File: src/rtl/uart_rx_fifo.sv
// uart_rx_fifo: 8N1 UART receiver feeding a first-word fall-through FIFO.
//
// Ports
//   clk         rising-edge clock for all logic
//   rst_n       synchronous active-low reset
//   rx_i        asynchronous serial line, idle high
//   rd_en_i     pop the FIFO head this cycle
//   clr_i       clear the sticky overflow flag
//   data_o      FIFO head byte (8'h00 while empty)
//   valid_o     FIFO not empty
//   count_o     FIFO occupancy, 0..FIFO_DEPTH
//   frame_err_o one-cycle pulse when the stop bit samples low
//   overflow_o  sticky: a received byte was dropped because the FIFO was full
//   state_o     receiver state (IDLE=0 START=1 DATA=2 STOP=3 WAIT_IDLE=4)
//
// Read handshake: valid_o acts as "valid" and rd_en_i as "ready". A pop
// happens on a rising edge only when both are high. rd_en_i with valid_o low
// is ignored. data_o presents the next entry on the cycle after a pop.
module uart_rx_fifo #(
  parameter int CLKS_PER_BIT = 256,
  parameter int FIFO_DEPTH   = 16
) (
  input  logic                          clk,
  input  logic                          rst_n,
  input  logic                          rx_i,
  input  logic                          rd_en_i,
  input  logic                          clr_i,
  output logic [7:0]                    data_o,
  output logic                          valid_o,
  output logic [$clog2(FIFO_DEPTH):0]   count_o,
  output logic                          frame_err_o,
  output logic                          overflow_o,
  output logic [2:0]                    state_o
);

  localparam int CW = $clog2(CLKS_PER_BIT);
  localparam int AW = $clog2(FIFO_DEPTH);
  localparam logic [CW-1:0] BIT_LOAD  = CW'(CLKS_PER_BIT - 1);
  localparam logic [CW-1:0] HALF_LOAD = CW'(CLKS_PER_BIT / 2 - 1);
  localparam logic [AW:0]   DEPTH_CNT = (AW + 1)'(FIFO_DEPTH);

  typedef enum logic [2:0] {
    S_IDLE      = 3'd0,
    S_START     = 3'd1,
    S_DATA      = 3'd2,
    S_STOP      = 3'd3,
    S_WAIT_IDLE = 3'd4
  } state_t;

  // ---------------- synchronizer and start-edge detect ----------------
  logic       rx_meta, rx_s, rx_prev;
  logic [2:0] sync_vld;
  logic       start_edge;

  // The flops reset high (idle line). sync_vld marks which stages hold real
  // line samples rather than reset values. An edge counts only once both
  // rx_s and rx_prev are real, so a line that is already low at reset
  // release is not mistaken for a new start bit.
  always_ff @(posedge clk) begin
    if (!rst_n) begin
      rx_meta  <= 1'b1;
      rx_s     <= 1'b1;
      rx_prev  <= 1'b1;
      sync_vld <= 3'b000;
    end else begin
      rx_meta  <= rx_i;
      rx_s     <= rx_meta;
      rx_prev  <= rx_s;
      sync_vld <= {sync_vld[1:0], 1'b1};
    end
  end

  assign start_edge = sync_vld[2] & rx_prev & ~rx_s;

  // ---------------- receiver FSM ----------------
  state_t          state_q, state_d;
  logic [CW-1:0]   cnt_q;
  logic [2:0]      bit_idx_q;
  logic [7:0]      shift_q;
  logic            bit_tick;
  logic            push;

  assign bit_tick = (cnt_q == '0);

  always_ff @(posedge clk) begin
    if (!rst_n) state_q <= S_IDLE;
    else        state_q <= state_d;
  end

  always_comb begin
    state_d = state_q;
    case (state_q)
      S_IDLE:      if (start_edge) state_d = S_START;
      S_START:     if (bit_tick) state_d = rx_s ? S_IDLE : S_DATA;
      S_DATA:      if (bit_tick && bit_idx_q == 3'd7) state_d = S_STOP;
      S_STOP:      if (bit_tick) state_d = rx_s ? S_IDLE : S_WAIT_IDLE;
      S_WAIT_IDLE: if (rx_s) state_d = S_IDLE;
      default:     state_d = S_IDLE;
    endcase
  end

  always_comb begin
    push        = (state_q == S_STOP) && bit_tick && rx_s;
    frame_err_o = (state_q == S_STOP) && bit_tick && !rx_s;
    state_o     = state_q;
  end

  // Bit timer counts down to zero; expiry marks a sampling point. The first
  // load is half a bit so later samples land mid-bit.
  always_ff @(posedge clk) begin
    if (!rst_n) begin
      cnt_q     <= '0;
      bit_idx_q <= 3'd0;
      shift_q   <= 8'h00;
    end else begin
      case (state_q)
        S_IDLE: if (start_edge) cnt_q <= HALF_LOAD;
        S_START: begin
          if (bit_tick) begin
            cnt_q     <= BIT_LOAD;
            bit_idx_q <= 3'd0;
          end else begin
            cnt_q <= cnt_q - CW'(1);
          end
        end
        S_DATA: begin
          if (bit_tick) begin
            shift_q   <= {rx_s, shift_q[7:1]};  // LSB arrives first
            bit_idx_q <= bit_idx_q + 3'd1;
            cnt_q     <= BIT_LOAD;
          end else begin
            cnt_q <= cnt_q - CW'(1);
          end
        end
        S_STOP: if (!bit_tick) cnt_q <= cnt_q - CW'(1);
        default: ;
      endcase
    end
  end

  // ---------------- receive FIFO ----------------
  logic [7:0]    mem [FIFO_DEPTH];
  logic [AW-1:0] wr_ptr, rd_ptr;
  logic [AW:0]   count_q;
  logic          full, pop, wr_en, ovf_set;

  assign full    = (count_q == DEPTH_CNT);
  assign pop     = rd_en_i && (count_q != '0);
  // A simultaneous pop frees the slot, so a push into a full FIFO still lands.
  assign wr_en   = push && (!full || pop);
  assign ovf_set = push && full && !pop;

  always_ff @(posedge clk) begin
    if (rst_n && wr_en) mem[wr_ptr] <= shift_q;
  end

  always_ff @(posedge clk) begin
    if (!rst_n) begin
      wr_ptr     <= '0;
      rd_ptr     <= '0;
      count_q    <= '0;
      overflow_o <= 1'b0;
    end else begin
      if (wr_en) wr_ptr <= wr_ptr + AW'(1);
      if (pop)   rd_ptr <= rd_ptr + AW'(1);
      case ({wr_en, pop})
        2'b10:   count_q <= count_q + (AW + 1)'(1);
        2'b01:   count_q <= count_q - (AW + 1)'(1);
        default: count_q <= count_q;
      endcase
      if (ovf_set)    overflow_o <= 1'b1;  // a new loss beats a clear
      else if (clr_i) overflow_o <= 1'b0;
    end
  end

  assign valid_o = (count_q != '0);
  assign count_o = count_q;
  assign data_o  = valid_o ? mem[rd_ptr] : 8'h00;

endmodule

File: config.mk
export PLATFORM = sky130hd
export DESIGN_NAME = uart_rx_fifo
export DESIGN_NICKNAME = d
export VERILOG_FILES = /design/src/rtl/uart_rx_fifo.sv
export SDC_FILE = /design/constraint.sdc
export NUM_CORES = 1
export LEC_CHECK = 0
export CAP_MARGIN = 40
export CORE_UTILIZATION = 61
export CTS_CLUSTER_DIAMETER = 100
export DETAILED_ROUTE_END_ITERATION = 10
export PLACE_DENSITY = 0.79
export SYNTH_ARGS = -nofsm -noshare
export SYNTH_HDL_FRONTEND = slang
export SYNTH_SLANG_ARGS = --single-unit
File: constraint.sdc
create_clock -name clk -period 4.1 [get_ports clk]
set_clock_uncertainty 0.15 [all_clocks]
set_input_delay 0.82 -clock clk [delete_from_list [all_inputs] [get_ports clk]]
set_output_delay 0.82 -clock clk [all_outputs]
set_load 0.02 [all_outputs]
-- Word-level counts from Yosys, hierarchy flattened
Memories as Yosys holds them, arrays and structs flattened. A register that Yosys moved wholly into a read port is not among the register bits.
Cells that the tools add are included.
- RAM bits: 128
- flip-flop bits (word level): 42
- word-level logic and storage cells: 87
- memories kept: 1
- bits of input ports: 5
- latch bits: 0
- ROM bits: 0
- memories (memory ; depth ; width ; read ports ; clocked after memory_dff ; wr ports ; RTL line ; text):
    mem ; 16 ; 8 ; 1 ; 1 ; 1 ; 142 ; logic [7:0] mem [FIFO_DEPTH];
- bitwise operators: 3
- order comparisons: 0
- div/mod/pow operators: 0
- $mul: 0
- shifts and indexed selects: 0
- mux-type cells: 24
- add/sub/neg operators: 6
- reductions and logical operators: 25
- equal/unequal tests: 15
- operator list (kind ; number):
    8-bit two-way mux ; 4
    3-bit two-way mux ; 8
    8-bit case mux with 3 select lines ; 1
    3-bit case mux with 5 select lines ; 1
    2-bit != test, second input constant ; 7
    5-bit case mux with 2 select lines ; 1
    1-bit logical AND ; 9
    4-bit by 1-bit adder with 4-bit output, second input constant ; 2
    8-bit logical NOT ; 1
    4-bit two-way mux ; 2
    8-bit by 1-bit subtractor with 8-bit output, second input constant ; 1
    3-bit by 2-bit equality test with 1-bit output, second input constant ; 2
    3-bit equality test, second input constant ; 2
    3-bit case mux with 2 select lines ; 1
    3-bit AND reduction ; 2
    2-bit nonzero test ; 3
    5-bit by 1-bit adder with 5-bit output, second input constant ; 1
    5-bit equality test, second input constant ; 1
    1-bit two-way mux ; 5
    5-bit AND reduction ; 1
    5-bit nonzero test ; 1
    5-bit by 1-bit subtractor with 5-bit output, second input constant ; 1
    3-bit by 1-bit adder with 3-bit output, second input constant ; 1
    3-bit by 1-bit equality test with 1-bit output, second input constant ; 1
    11 further kinds ; 14

-- Logic depth before layout (Yosys ltp)
- depth in word-level cells: 7
- mapped depth: 11

-- Least setup slack after synthesis
OpenSTA, ideal clock, no wires.
- kind: input -> register
- from: input port rd_en_i
- to: register count_q[4] (netlist: count_o[4])
- arrival time: 2.858 ns
- setup slack: 0.958 ns
- library setup time: 0.134 ns
- stages: 9
- buffers on the path: 1
- cell sequence: clkbuf_1 o21ai_1 nor2_1 inv_1 fa_1 nand3b_1 nand4_1 o311ai_0 or4_1
- longest elaborated chain between the ends: 5
- elaborated cells between the ends (all ways): 7
- those cells by class: eq/ne (2); mux (1); reduce/logical (4)
- ends and longest elaborated chain (what ; RTL line ; text):
    start: declaration ; 26 ; input logic rd_en_i,
    1-bit logical AND * ; 148 ; assign pop = rd_en_i && (count_q != '0);
    1-bit logical OR ; 150 ; assign wr_en = push && (!full || pop);
    1-bit logical AND ; 150 ;
    2-bit by 1-bit equality test with 1-bit output / 2-bit equality test (equally long branches) ; 166 ; case ({wr_en, pop})
    5-bit case mux with 2 select lines / 2-bit nonzero test (equally long branches) ; -- ;
    end signal: assignment ; 167 ; 2'b10: count_q <= count_q + (AW + 1)'(1);
    end signal: assignment ; 168 ; 2'b01: count_q <= count_q - (AW + 1)'(1);
    end signal: assignment ; 169 ; default: count_q <= count_q;
    end: declaration ; 144 ; logic [AW:0] count_q;
Every way passes the cells marked *; elsewhere a longest branch is shown, timed or not.
A chain may end at the register's enable or synchronous reset.

==> out/results.tsv <==
metric	value	unit
outcome	finished, violations left	
failing checks	DRC	
CP arrival	2780	ps
sequential-to-total area share from yosys stat	0.6533	
Post-synth top cells	128 x edfxtp_1, 46 x dfxtp_1, 32 x mux4_2, 30 x mux2i_1, 21 x nand2_1	
Site Rows	39	
post-route total power	3.563	mW
Reg2Reg Depth	8	
largest cells by area after synthesis	edfxtp_1 53%, dfxtp_1 13%, mux4_2 9.9%, mux2i_1 4.1%, ha_1 2.2%	
Clk pin slew, worst setup/hold paths	60	ps
worst slew pin tran	795.4	ps
Die W	111.3	um
Max Buffers Root-to-Sink	2	
layout filler cell count	758	
H-tree depth	4	
hold_ws	267.1	ps
Final Max Tran Viols	0	
Skew-Pair Late Insertion Delay	430	ps
CTS Buf Count	17	
vias per cell	6.179	
pre-CTS setup slack	351.6	ps
First DRT Iteration DRCs	276	
Slew headroom	0.4678	
Synth Area per Inst	15.52	um^2
fin crit share	0.9141	
dpl cells	621	
Setup CP Type	flop to output pin	
Syn. warnings	0	
most numerous cell in the Yosys netlist	edfxtp_1	
area leader, netlist	edfxtp_1	
Post-synth EDFFs	128	
maxcap violations	0	
Hold Path Sink	rx_s	
multi-input combinational cell area	2381	um^2
detailed placement HPWL	8573	um
fin worst setup slack	352.1	ps
Layout Cells excl Fill	652	
Post-synth top flop	edfxtp_1	
CP Capture Type	output pin	
DIE AREA	12400	um^2
Layout Nets	516	
Detailed Route WL	13520	um
Initial Utilization	0.6333	
layout cells sized above 1	0.1513	
VDD IR-drop max	0.2461	mV
unrepaired setup endpoints after global routing	false	
worst reg2reg setup slack	830	ps
number of global-route vias before repair	4152	
post-synth top area share	0.5270	
total track usage	0.2386	
initial antenna violation count	0	
remaining global-route overflow	0	
setup bufs post-CTS	0	
Sink Count	174	
core area	11520	um^2
DR pass1 iterations	9	
Syn Nets	489	
Final Core Density	0.7188	
Synth Instances	470	
Power Density	430.4	nW/um^2
largest net degree at the start of global routing	53	
Worst R2R End	count_o[4]	
CTS tree	built	
Fin. Hold Viols	0	
Worst Path Max Fanout	22	
Die Y	111.3	um
Post-Place Cell Area	7677	um^2
Synth async-reset ratio	0	
post-CTS resize count	0	
I/O Buffers	23	
register area	4766	um^2
final instance area	8278	um^2
I/O pins	24	
Synth Cell Area	7293	um^2
final setup vio count	0	
via count	4029	
setup TNS	0	ps
antenna viol nets, final	0	
Residual DRC	4	
first-pass GRT wire length	21640	um
diode count	0	
Yosys cell types	55	
Fmax	0.2668	GHz
area grow syn2layout	13.50	%
number of synthesized register bits	174	
fin crit period	3748	ps
CTS Hold Bufs	0	
P_leak	2.781	nW
Worst Hold Depth	1	
Hold WC Path Type	flop to flop	
CP startpoint kind	flop	
Routed WL per cell	20.74	um
Worst Min Path Start	rx_meta	
Required @ worst endpoint	3130	ps
worst reg2reg startpoint	count_o[1]	
CTS Root Buffer Type	clkbuf_16	
Placer Congestion	0.8193	
[power breakdown]
group          switching, mW  total (mW)  internal [mW]
clock                  0.630        1.64           1.01
combinational         0.0276      0.0485         0.0210
sequential           0.00463        1.87           1.87
[cell families (layout without fill, tap and decap cells)]
group	after synthesis	count (layout)	share of synthesized area
and+or+nand+nor	120	120	0.09350
DFF	174	174	0.6533
buffers and inverters	37	76	0.02024
adders and majority gates	14	14	0.02505
AOI/OAI and AO/OA	56	56	0.05782
muxes	64	64	0.1441
xor gates and xnor gates	5	5	0.006004
[area by class of cell]
cell class	count	area share
Clock inverter	12	0.02025
Tap cell	143	0.02161
Sequential cell	174	0.5757
Clock buffer	19	0.05230
Multi-Input combinational cell	259	0.2876
Inverter	15	0.006802
Timing Repair Buffer	30	0.03567
[worst max path at each step]
stage	end	slack, ps	cells after the start
final	data_o[5]	350	5
after global routing	data_o[5]	210	5
after CTS	data_o[7]	280	5
after detailed placement	count_o[4]	350	9
after global placement	count_o[4]	440	9
after floorplan	count_o[4]	960	9
[cells in the final DEF (no fill, tap or decap), drive strengths merged, types with 6 or more instances in the layout]
master           n
and2            18
buf              7
clkbuf          19
clkdlybuf4s50   23
dfxtp           46
edfxtp         128
ha              13
inv             17
mux2i           30
mux4            32
nand2           21
nand2b           9
nand3           12
nor2            14
nor2b           13
o21ai            6
o22ai            8
[registers in the layout, summed over array words and instances, names as in the netlist, named ones only]
signal,count
bit_idx_q,3
rx_prev,1
state_o,3
rx_meta,1
count_o,5
overflow_o,1
wr_ptr,4
shift_q,8
rd_ptr,4
cnt_q,8
sync_vld,3
rx_s,1
mem,128
[metal layers]
layer,vias up,global-route usage,wire [um]
li1,1884,-,-
met1,2013,0.2988,5770
met2,107,0.3975,6855
met3,25,0.05825,607
met4,0,0.1072,289
met5,-,0,0
[worst max-delay path, cell delays in order, from the launching register on]
cell             delay, ps
dfxtp_2                580
buf_12                 270
mux4_2                 550
mux2i_1                180
o22ai_1                160
clkdlybuf4s50_1        580
Note: power is estimated with default switching activity, not from simulation.
